## config.mk

```make
export PLATFORM = sky130hd
export DESIGN_NAME = universal_shift_register
export DESIGN_NICKNAME = d
export VERILOG_FILES = /design/src/rtl/universal_shift_register.sv
export SDC_FILE = /design/constraint.sdc
export NUM_CORES = 1
export LEC_CHECK = 0
export CAP_MARGIN = 10
export CORE_MARGIN = 5
export CORE_UTILIZATION = 40
export DETAILED_ROUTE_END_ITERATION = 10
export PLACE_DENSITY = 0.78
export SLEW_MARGIN = 20
export SYNTH_ARGS = -nofsm -noshare
export SYNTH_HDL_FRONTEND = slang
export SYNTH_SLANG_ARGS = --single-unit
```

## constraint.sdc

```tcl
create_clock -name clk -period 1.9 [get_ports clk]
set_input_delay 0.285 -clock clk [delete_from_list [all_inputs] [get_ports clk]]
set_output_delay 0.285 -clock clk [all_outputs]
set_load 0.02 [all_outputs]
```

## src/rtl/universal_shift_register.sv

```systemverilog
// WIDTH-bit universal register: load, shifts, rotates and clear on one edge, plus a
// saturating count of lossy shifts so a controller can tell when the loaded word has drained.
module universal_shift_register #(
  parameter int unsigned          WIDTH     = 8,
  parameter logic [WIDTH-1:0]     RESET_VAL = '0,
  parameter int unsigned          CW        = $clog2(WIDTH + 1)
) (
  input  logic             clk,
  input  logic             reset,
  input  logic             en,
  input  logic [2:0]       mode,
  input  logic [WIDTH-1:0] d,
  input  logic             sin_l,
  input  logic             sin_r,
  output logic [WIDTH-1:0] q,
  output logic             sout_l,
  output logic             sout_r,
  output logic [CW-1:0]    shift_cnt,
  output logic             drained
);

  typedef enum logic [2:0] {
    M_HOLD  = 3'b000,
    M_LOAD  = 3'b001,
    M_SHL   = 3'b010,
    M_SHR   = 3'b011,
    M_ROL   = 3'b100,
    M_ROR   = 3'b101,
    M_ASR   = 3'b110,
    M_CLEAR = 3'b111
  } mode_e;

  localparam logic [CW-1:0] CNT_MAX = CW'(WIDTH);

  mode_e            mode_s;
  logic [WIDTH-1:0] q_q, q_d;
  logic [CW-1:0]    cnt_q, cnt_d, cnt_inc;

  assign mode_s  = mode_e'(mode);
  // Lossy shifts stop counting at WIDTH; the data keeps shifting regardless.
  assign cnt_inc = (cnt_q == CNT_MAX) ? cnt_q : cnt_q + CW'(1);

  always_comb begin
    q_d   = q_q;
    cnt_d = cnt_q;
    if (en) begin
      unique case (mode_s)
        M_HOLD:  ;
        M_LOAD:  begin q_d = d;                           cnt_d = '0;      end
        M_SHL:   begin q_d = {q_q[WIDTH-2:0], sin_r};     cnt_d = cnt_inc; end
        M_SHR:   begin q_d = {sin_l, q_q[WIDTH-1:1]};     cnt_d = cnt_inc; end
        M_ROL:   q_d = {q_q[WIDTH-2:0], q_q[WIDTH-1]};
        M_ROR:   q_d = {q_q[0], q_q[WIDTH-1:1]};
        M_ASR:   begin q_d = {q_q[WIDTH-1], q_q[WIDTH-1:1]}; cnt_d = cnt_inc; end
        M_CLEAR: begin q_d = '0;                          cnt_d = '0;      end
        default: ;
      endcase
    end
  end

  always_ff @(posedge clk) begin
    if (reset) begin
      q_q   <= RESET_VAL;
      cnt_q <= '0;
    end else begin
      q_q   <= q_d;
      cnt_q <= cnt_d;
    end
  end

  assign q         = q_q;
  assign sout_l    = q_q[WIDTH-1];
  assign sout_r    = q_q[0];
  assign shift_cnt = cnt_q;
  assign drained   = (cnt_q == CNT_MAX);

endmodule

```

==> impl.org, run 1 <==
** Global route
- Number of antenna violations at the first check in global routing :: 0
- For this run, the total global-route usage over all layers was measured as 0.176.
- Total gr overflow :: 0
- The first global-routing pass estimated approximately 4000 um of wire.
- Vias in the first global route :: 893
- Pin count of the biggest net entering global routing :: 12

** Worst setup path
- For the worst setup path, the data required time is 1.62 ns.
- Counting both buffers and inverters, the worst setup path holds a total of 2.
- Data arrives at the worst endpoint at 1.41 ns.
- Highest net fanout along the worst path :: 6
- The critical path goes through inv_1 > ha_1 > and3b_1 > dlygate4sd2_1.
- Critical Path Slowest Stage Cell :: dfxtp_2
- Critical path's top delay family :: flip-flops
- Startpoint type of the worst setup path :: flip-flop
- STA classifies the critical path endpoint as a primary output.
- Critical path class :: flip-flop to primary output
- In this design, the stage delay of the slowest critical-path cell is roughly 0.38 ns.

** Logic synthesis
- Yosys printed 0 warnings.
- Biggest area consumer among synthesized cells :: dfxtp_1
- After synthesis the cells add up to 810 sq um.
- Post-Synthesis Mean Instance Area :: 7.78 sq um
- Count of different cell masters after synthesis :: 35
- Portion of the post-synthesis area used by sequential elements :: 0.297
- After synthesis, the cell types taking the most area are dfxtp_1 (30%), mux2i_1 (7.4%), o21ai_0 (6.8%).
- Counting flops and latches in the post-synthesis netlist gives 12.
- Area share of the leading cell type in the synthesized netlist :: 0.297
- In the synthesized netlist, the number of instances is 104.
- Synthesized netlist net count :: 122

** Drt
- The pre-antenna-repair detailed-routing pass consisted of 4 iterations.
- Via count :: between 900 and 1000
- Residual antenna-violating net count after detailed routing :: 0
- Via/cell ratio :: roughly 5.5
- DRC violation total after the first TritonRoute iteration :: 23
- For this run, design rule violations remaining after detail routing come to 0.
- Overall routed net length :: between 2000 and 2500 um
- WL/cell :: 14.2 um

** Floorplanning
- Site Rows :: 16
- Chip width :: 55.0 um
- During I/O placement, the number of pins put on the boundary was 31.
- For this configuration, the core starts out at a cell density of 0.417.
- The region available for standard cell placement spans 1940 sq um.
- The floorplan step defined a die boundary enclosing between 3000 and 4000 sq um.
- Vertical extent of the die :: 55.0 um

** Hold path
- Hold Path Class :: flip-flop to flip-flop

** Pwr
- Of the total power, the clock network draws 0.301.
- Net switching power :: 0.000219 W
- Combinational share of power :: 0.296
- For this design the static power due to leakage is ~0.5 nW.
- Total power :: 0.000713 W
- Internal power comes to slightly below 0.0005 W.
- Cell Pwr Density :: 592 nW/um^2
- Of the total power, the share spent switching nets is 0.308.
- Peak ir drop on the vdd network :: roughly 0.00037 V
- The share of total power dissipated in sequential elements is 0.403.

** Clock network
- For the worst-skew pair, the clock arrives at the later sink with an insertion delay of roughly 0.28 ns.
- Clock net sink count :: 12
- Clock buffer depth :: 2
- In this run the number of H-tree levels came out at 1.
- After clock tree synthesis, the clock-pin slew on the worst setup and hold paths is 0.08 ns.
- CTS tree :: yes
- CTS placed an instance of clkbuf_4 at the clock tree root.
- The number of clock buffers added by TritonCTS is 3.

** Final layout
- Most frequent standard cell in the layout excluding fill and tap cells :: clkdlybuf4s50_1
- Excluding fillers, the count of instances in the completed layout stands at roughly 170.
- Fill cells in the final layout number 184.
- Nets@finish :: ~160
- 0 antenna diodes ended up in the layout.
- Of the cells placed in the final design, the portion with a size suffix greater than 1 is 0.137.
- Post-synthesis to final-layout area growth :: 48.8%
- Commonest cells after routing, fill and taps aside :: clkdlybuf4s50_1 (29), o21ai_0 (11), buf_4 (11)

** STA
- Dividing the final minimum period by the clock period gives 0.890.
- RSZ-0062 raised after global routing :: false
- Setup total negative slack on the finished layout was measured at 0 ns.
- Final hold violations :: 0
- After layout, the minimum clock period comes to 1.69 ns.
- Worst slew pin tran :: 0.349 ns
- Setup violations remaining at the end of the flow were counted as 0.
- Static timing analysis puts the maximum clock frequency at 0.592 GHz.
- Across the routed clock network, the largest skew measured is 0.00420 ns.
- Max-slew headroom :: 0.766
- The number of slew-limit violations in the final report was 0.

** Placed design
- Count of input and output buffers :: 30
- Routability-driven placement finished with a final weighted congestion of 0.813.
- Including well taps, the total number of placed cells is approximately 160.
- The HPWL after detailed placement is 1820 um.

** Flow run
- The tool flagged a number of max-cap violations equal to 0.

** Status
- The run finished with clean final reports.
==> metal layers <==
layer  share of wire  GRT usage  up-vias  wire length (um)
li1                -          -      451                 -
met3           0.053     0.0375        4               125
met2            0.50      0.315       30              1170
met1            0.44      0.202      431              1040
met4          0.0093     0.0688        0                22
met5               0          0        -                 0
==> stage by stage <==
step	util	cell area [sq um]	hold WS, ns	setup WS, ns
2_1_floorplan	-	812	0.462	0.0678
5_1_grt	0.620	1200	0.538	0.152
6_report	0.620	1200	0.501	0.209
3_3_place_gp	0.602	1170	0.488	0.0826
3_5_place_dp	0.602	1170	0.498	0.0312
4_1_cts	0.620	1200	0.503	0.192
==> power by group through the flow <==
stage | Combinational (W) | Clock [W] | Sequential [W]
2_1_floorplan | 0.0000967 | 0 | 0.000306
3_3_place_gp | 0.000206 | 0 | 0.000292
3_5_place_dp | 0.000210 | 0 | 0.000293
4_1_cts | 0.000211 | 0.000218 | 0.000287
5_1_grt | 0.000229 | 0.000226 | 0.000291
6_report | 0.000211 | 0.000215 | 0.000287
==> worst paths after layout <==
kind / start / endpoint / slack, ns / depth (start not counted)
worst min register to register: shift_cnt[0] / shift_cnt[0] / 0.50 / 1
worst max register to register: shift_cnt[0] / shift_cnt[2] / 0.26 / 6
worst min-delay path: shift_cnt[0] / shift_cnt[0] / 0.50 / 1
worst max-delay path: shift_cnt[0] / drained / 0.21 / 4
==> layout make-up <==
class	instances	area [sq um]	share of cell area
multi-input cells	75	484	0.402
clock buffers	4	36.3	0.0301
inverters	7	26.3	0.0218
flip-flops and latches	12	243	0.201
repair buffers	41	382	0.317
well taps	27	33.8	0.0280
==> cells by family (layout without fill, tap and decap cells) <==
logic type	Yosys count	count (layout)	share of synthesized area
flops	12	12	0.297
xor+xnor	1	1	0.0201
buf+inv	17	52	0.105
fa+ha+maj	2	2	0.0309
compound gates	32	32	0.261
mux	6	6	0.0742
simple gates	34	34	0.212
==> repair_timing <==
item	4_1_cts	5_1_grt
hold buffers	0	0
endpoints found under the setup margin	1	0
gates resized for setup	1	0
setup buffers	0	0
==> Yosys cell counts <==
cell type,number
a211o_1,2
a21boi_0,1
a21o_1,1
a21oi_1,3
a221oi_1,6
a31oi_1,2
a41oi_1,1
and3_1,1
and3b_1,1
buf_2,5
buf_4,2
buf_6,1
clkbuf_1,2
dfxtp_1,12
ha_1,2
inv_1,7
mux2i_1,6
nand2_1,6
nand2b_1,1
nand3_1,4
nor2_1,8
nor2_2,1
nor2b_1,1
nor3_1,7
nor4_1,1
o211ai_1,1
o21ai_0,11
o21ai_1,1
o22ai_1,1
o31a_1,1
o31ai_1,1
or2_1,1
or4_1,1
or4b_1,1
xnor2_2,1
==> state kept, by name (all words and copies together), names as in the netlist <==
| signal | cells |
|---|---|
| q | 8 |
| shift_cnt | 4 |
Power figures use the tool's default switching activity.
==> inputs of run 2 (changes only) <==
--- a/config.mk
+++ b/config.mk
@@ -8,8 +8,10 @@
 export CAP_MARGIN = 10
 export CORE_MARGIN = 5
 export CORE_UTILIZATION = 40
+export CTS_BUF_LIST = sky130_fd_sc_hd__clkbuf_8
 export DETAILED_ROUTE_END_ITERATION = 10
 export PLACE_DENSITY = 0.78
+export SKIP_CTS_REPAIR_TIMING = 1
 export SLEW_MARGIN = 20
 export SYNTH_ARGS = -nofsm -noshare
 export SYNTH_HDL_FRONTEND = slang
==> constraint.sdc (replaced) <==
create_clock -name clk -period 2 [get_ports clk]
set_input_delay 0.3 -clock clk [delete_from_list [all_inputs] [get_ports clk]]
set_output_delay 0.3 -clock clk [all_outputs]
set_load 0.02 [all_outputs]
==> run 2 against run 1 <==
Cell area up 0.31%. Register-to-register slack better by 0.12 ns. Die area unchanged. Largest cell class unchanged. Via count down 3.4%. Setup slack worse by 0.087 ns. Clock power up 26%.
==> impl.org, run 2 (synthesis results as in run 1) <==
** Status
- Result of the run :: complete, no violations

** Clock network
- The clock reaches the later pin of the worst-skew pair after 0.24 ns.
- Clock-pin slew was measured on the worst setup and hold paths at 0.06 ns.
- The clock net in this run drives a total of 12 sinks.
- Root Buffer Master :: clkbuf_8
- CTS tree :: yes
- Clock buffer depth :: 2
- H-Tree Depth :: 1
- Cts bufs inserted :: 3

** Worst setup path
- The worst setup path is captured at a primary output.
- Of all nets on the critical path, the largest fanout is 5.
- The startpoint identified for the worst register-to-register timing path is shift_cnt[1].
- Critical path class :: flip-flop to primary output
- The worst setup path is launched from a flip-flop.
- Register-to-Register Path Depth :: 6
- The worst register-to-register path has a setup slack of 0.38 ns.
- For the worst setup path, the data required time is 1.70 ns.
- Reg2reg end :: shift_cnt[2]
- Data arrives at the worst endpoint at 1.58 ns.

** STA
- Setup repair after global routing left no endpoint under its margin.
- Based on the critical path, the design can be clocked at up to roughly 0.53 GHz.
- Dividing the final minimum period by the clock period gives 0.939.
- Slew Limit Fails :: 0
- Minimum hold slack :: around 0.5 ns
- The routed design could run at a clock period as short as 1.88 ns.
- The final number of hold-violating endpoints was 0.
- Summed over all failing endpoints, the final setup total negative slack is 0 ns.
- Clock skew on the completed layout was measured at around 0.008 ns.
- Setup violations remaining at the end of the flow were counted as 0.
- Worst slew pin tran :: 0.413 ns
- In this run the tightest slew margin relative to its limit is 0.723.

** Hold path
- Hold Path Class :: flip-flop to flip-flop
- Endpoint of the worst hold path :: shift_cnt[0]
- Worst Min Path Start :: shift_cnt[0]
- Cells on Worst Hold Path :: 1

** Global route
- The first global-routing pass estimated 3770 um of wire.
- The number of global-route vias before repair was 878.
- Total gr overflow :: 0
- Entering global routing, the biggest net connects 13 pins.
- Number of antenna violations at the first check in global routing :: 0
- For this run, the total global-route usage over all layers was measured as 0.165.

** Floorplanning
- From left edge to right edge, the die measures 55.0 um.
- Vertical extent of the die :: 55.0 um
- During I/O placement, the number of pins put on the boundary was 31.
- Total Die Area :: 3020 sq um
- The initial utilization of the core area, before any placement, comes to 0.417.
- Site Rows :: 16
- After floorplanning, the core was sized to cover 1940 sq um.

** Placed design
- At the end of routability-driven placement, the weighted congestion stood at 0.825.
- Count of input and output buffers :: 30
- Instance count after placement with tap cells included :: 160
- Summed over all nets, the half-perimeter wirelength after detailed placement is 1690 um.
- Placement Cell Area :: 1150 sq um

** Pwr
- Of the total power, combinational logic draws 0.264.
- Of the total power, the clock network draws 0.366.
- Int Pwr :: 0.000528 W
- Cell Pwr Density :: 610 nW/um^2
- The share of total power dissipated in sequential elements is 0.370.
- Across the VDD grid, the largest voltage drop is 0.000371 V.
- In this run the static leakage power is 0.486 nW.
- Net switching power :: around 0.00021 W
- Of the total power, the share spent switching nets is 0.284.

** Drt
- Summed over all layers, the routed wires come to 2250 um.
- Before antenna repair, the detailed router went through 4 iterations.
- Via/cell ratio :: 5.40
- For this run, design rule violations remaining after detail routing come to 0.
- Residual antenna-violating net count after detailed routing :: 0
- DRC violation total after the first TritonRoute iteration :: 12
- Across all layers, the routed design uses 885 vias.
- After detailed routing, the average wire length per cell comes to 13.7 um.

** Final layout
- Nets@finish :: approximately 160
- Largest register FFs :: 8
- Counting the fill cells in the layout gives around 190.
- Post-synthesis to final-layout area growth :: 49.3%
- In the layout the commonest cells are clkdlybuf4s50_1 (30), o21ai_0 (11), dfxtp_1 (11).
- Final Instance Count excl. Fillers :: 164
- Final standard cell area without fillers :: 1210 sq um
- Of the cells placed in the final design, the portion with a size suffix greater than 1 is 0.117.
- Most frequent standard cell in the layout excluding fill and tap cells :: clkdlybuf4s50_1
- Number of antenna diodes :: 0

** Flow run
- Across the run, the number of max-cap violations was 0.
## run 2: per-layer routing
metal / up-vias / share of wire / global-route usage
li1: 443 / - / -
met1: 416 / 0.44 / 0.197
met2: 26 / 0.51 / 0.319
met3: 0 / 0.049 / 0.0322
met4: 0 / 0 / 0.00405
met5: - / 0 / 0
## run 2: stage by stage
stage / util / power, W / worst slack, ns
global placement: 0.593 / 0.000468 / 0.125
floorplan: - / 0.000383 / 0.0624
CTS: 0.622 / 0.000743 / 0.0425
finish: 0.622 / 0.000738 / 0.123
global route: 0.622 / 0.000773 / 0.0505
detailed placement: 0.593 / 0.000471 / 0.0544
## run 2: worst max path at each step
stage / start / endpoint / slack, ns / cells after the start
after floorplan: shift_cnt[0] / shift_cnt[2] / 0.06 / 7
after global placement: mode[2] / q[5] / 0.13 / 5
after detailed placement: mode[2] / q[1] / 0.05 / 5
after CTS: shift_cnt[0] / drained / 0.04 / 4
after global routing: shift_cnt[1] / drained / 0.05 / 4
final: shift_cnt[1] / drained / 0.12 / 4
## run 2: final cells by class
type	instances	area, sq um	area share
repair buffers	39	368	0.304
flip-flops and latches	12	241	0.200
multi-input cells	75	484	0.401
inverters	7	26.3	0.0217
clock buffers	4	55.1	0.0455
well taps	27	33.8	0.0280
## run 2: critical path, cell delays in order, from the launching register on
cell             delay, ns
dfxtp_1               0.39
inv_1                 0.06
ha_1                  0.17
and3b_1               0.18
clkdlybuf4s50_1       0.53
## run 2: power by group through the flow
stage               clock [W]  sequential, W  combinational (W)
finish               0.000270       0.000273           0.000195
floorplan                   0       0.000291          0.0000918
global route         0.000284       0.000276           0.000214
detailed placement          0       0.000278           0.000193
global placement            0       0.000277           0.000191
CTS                  0.000276       0.000272           0.000195
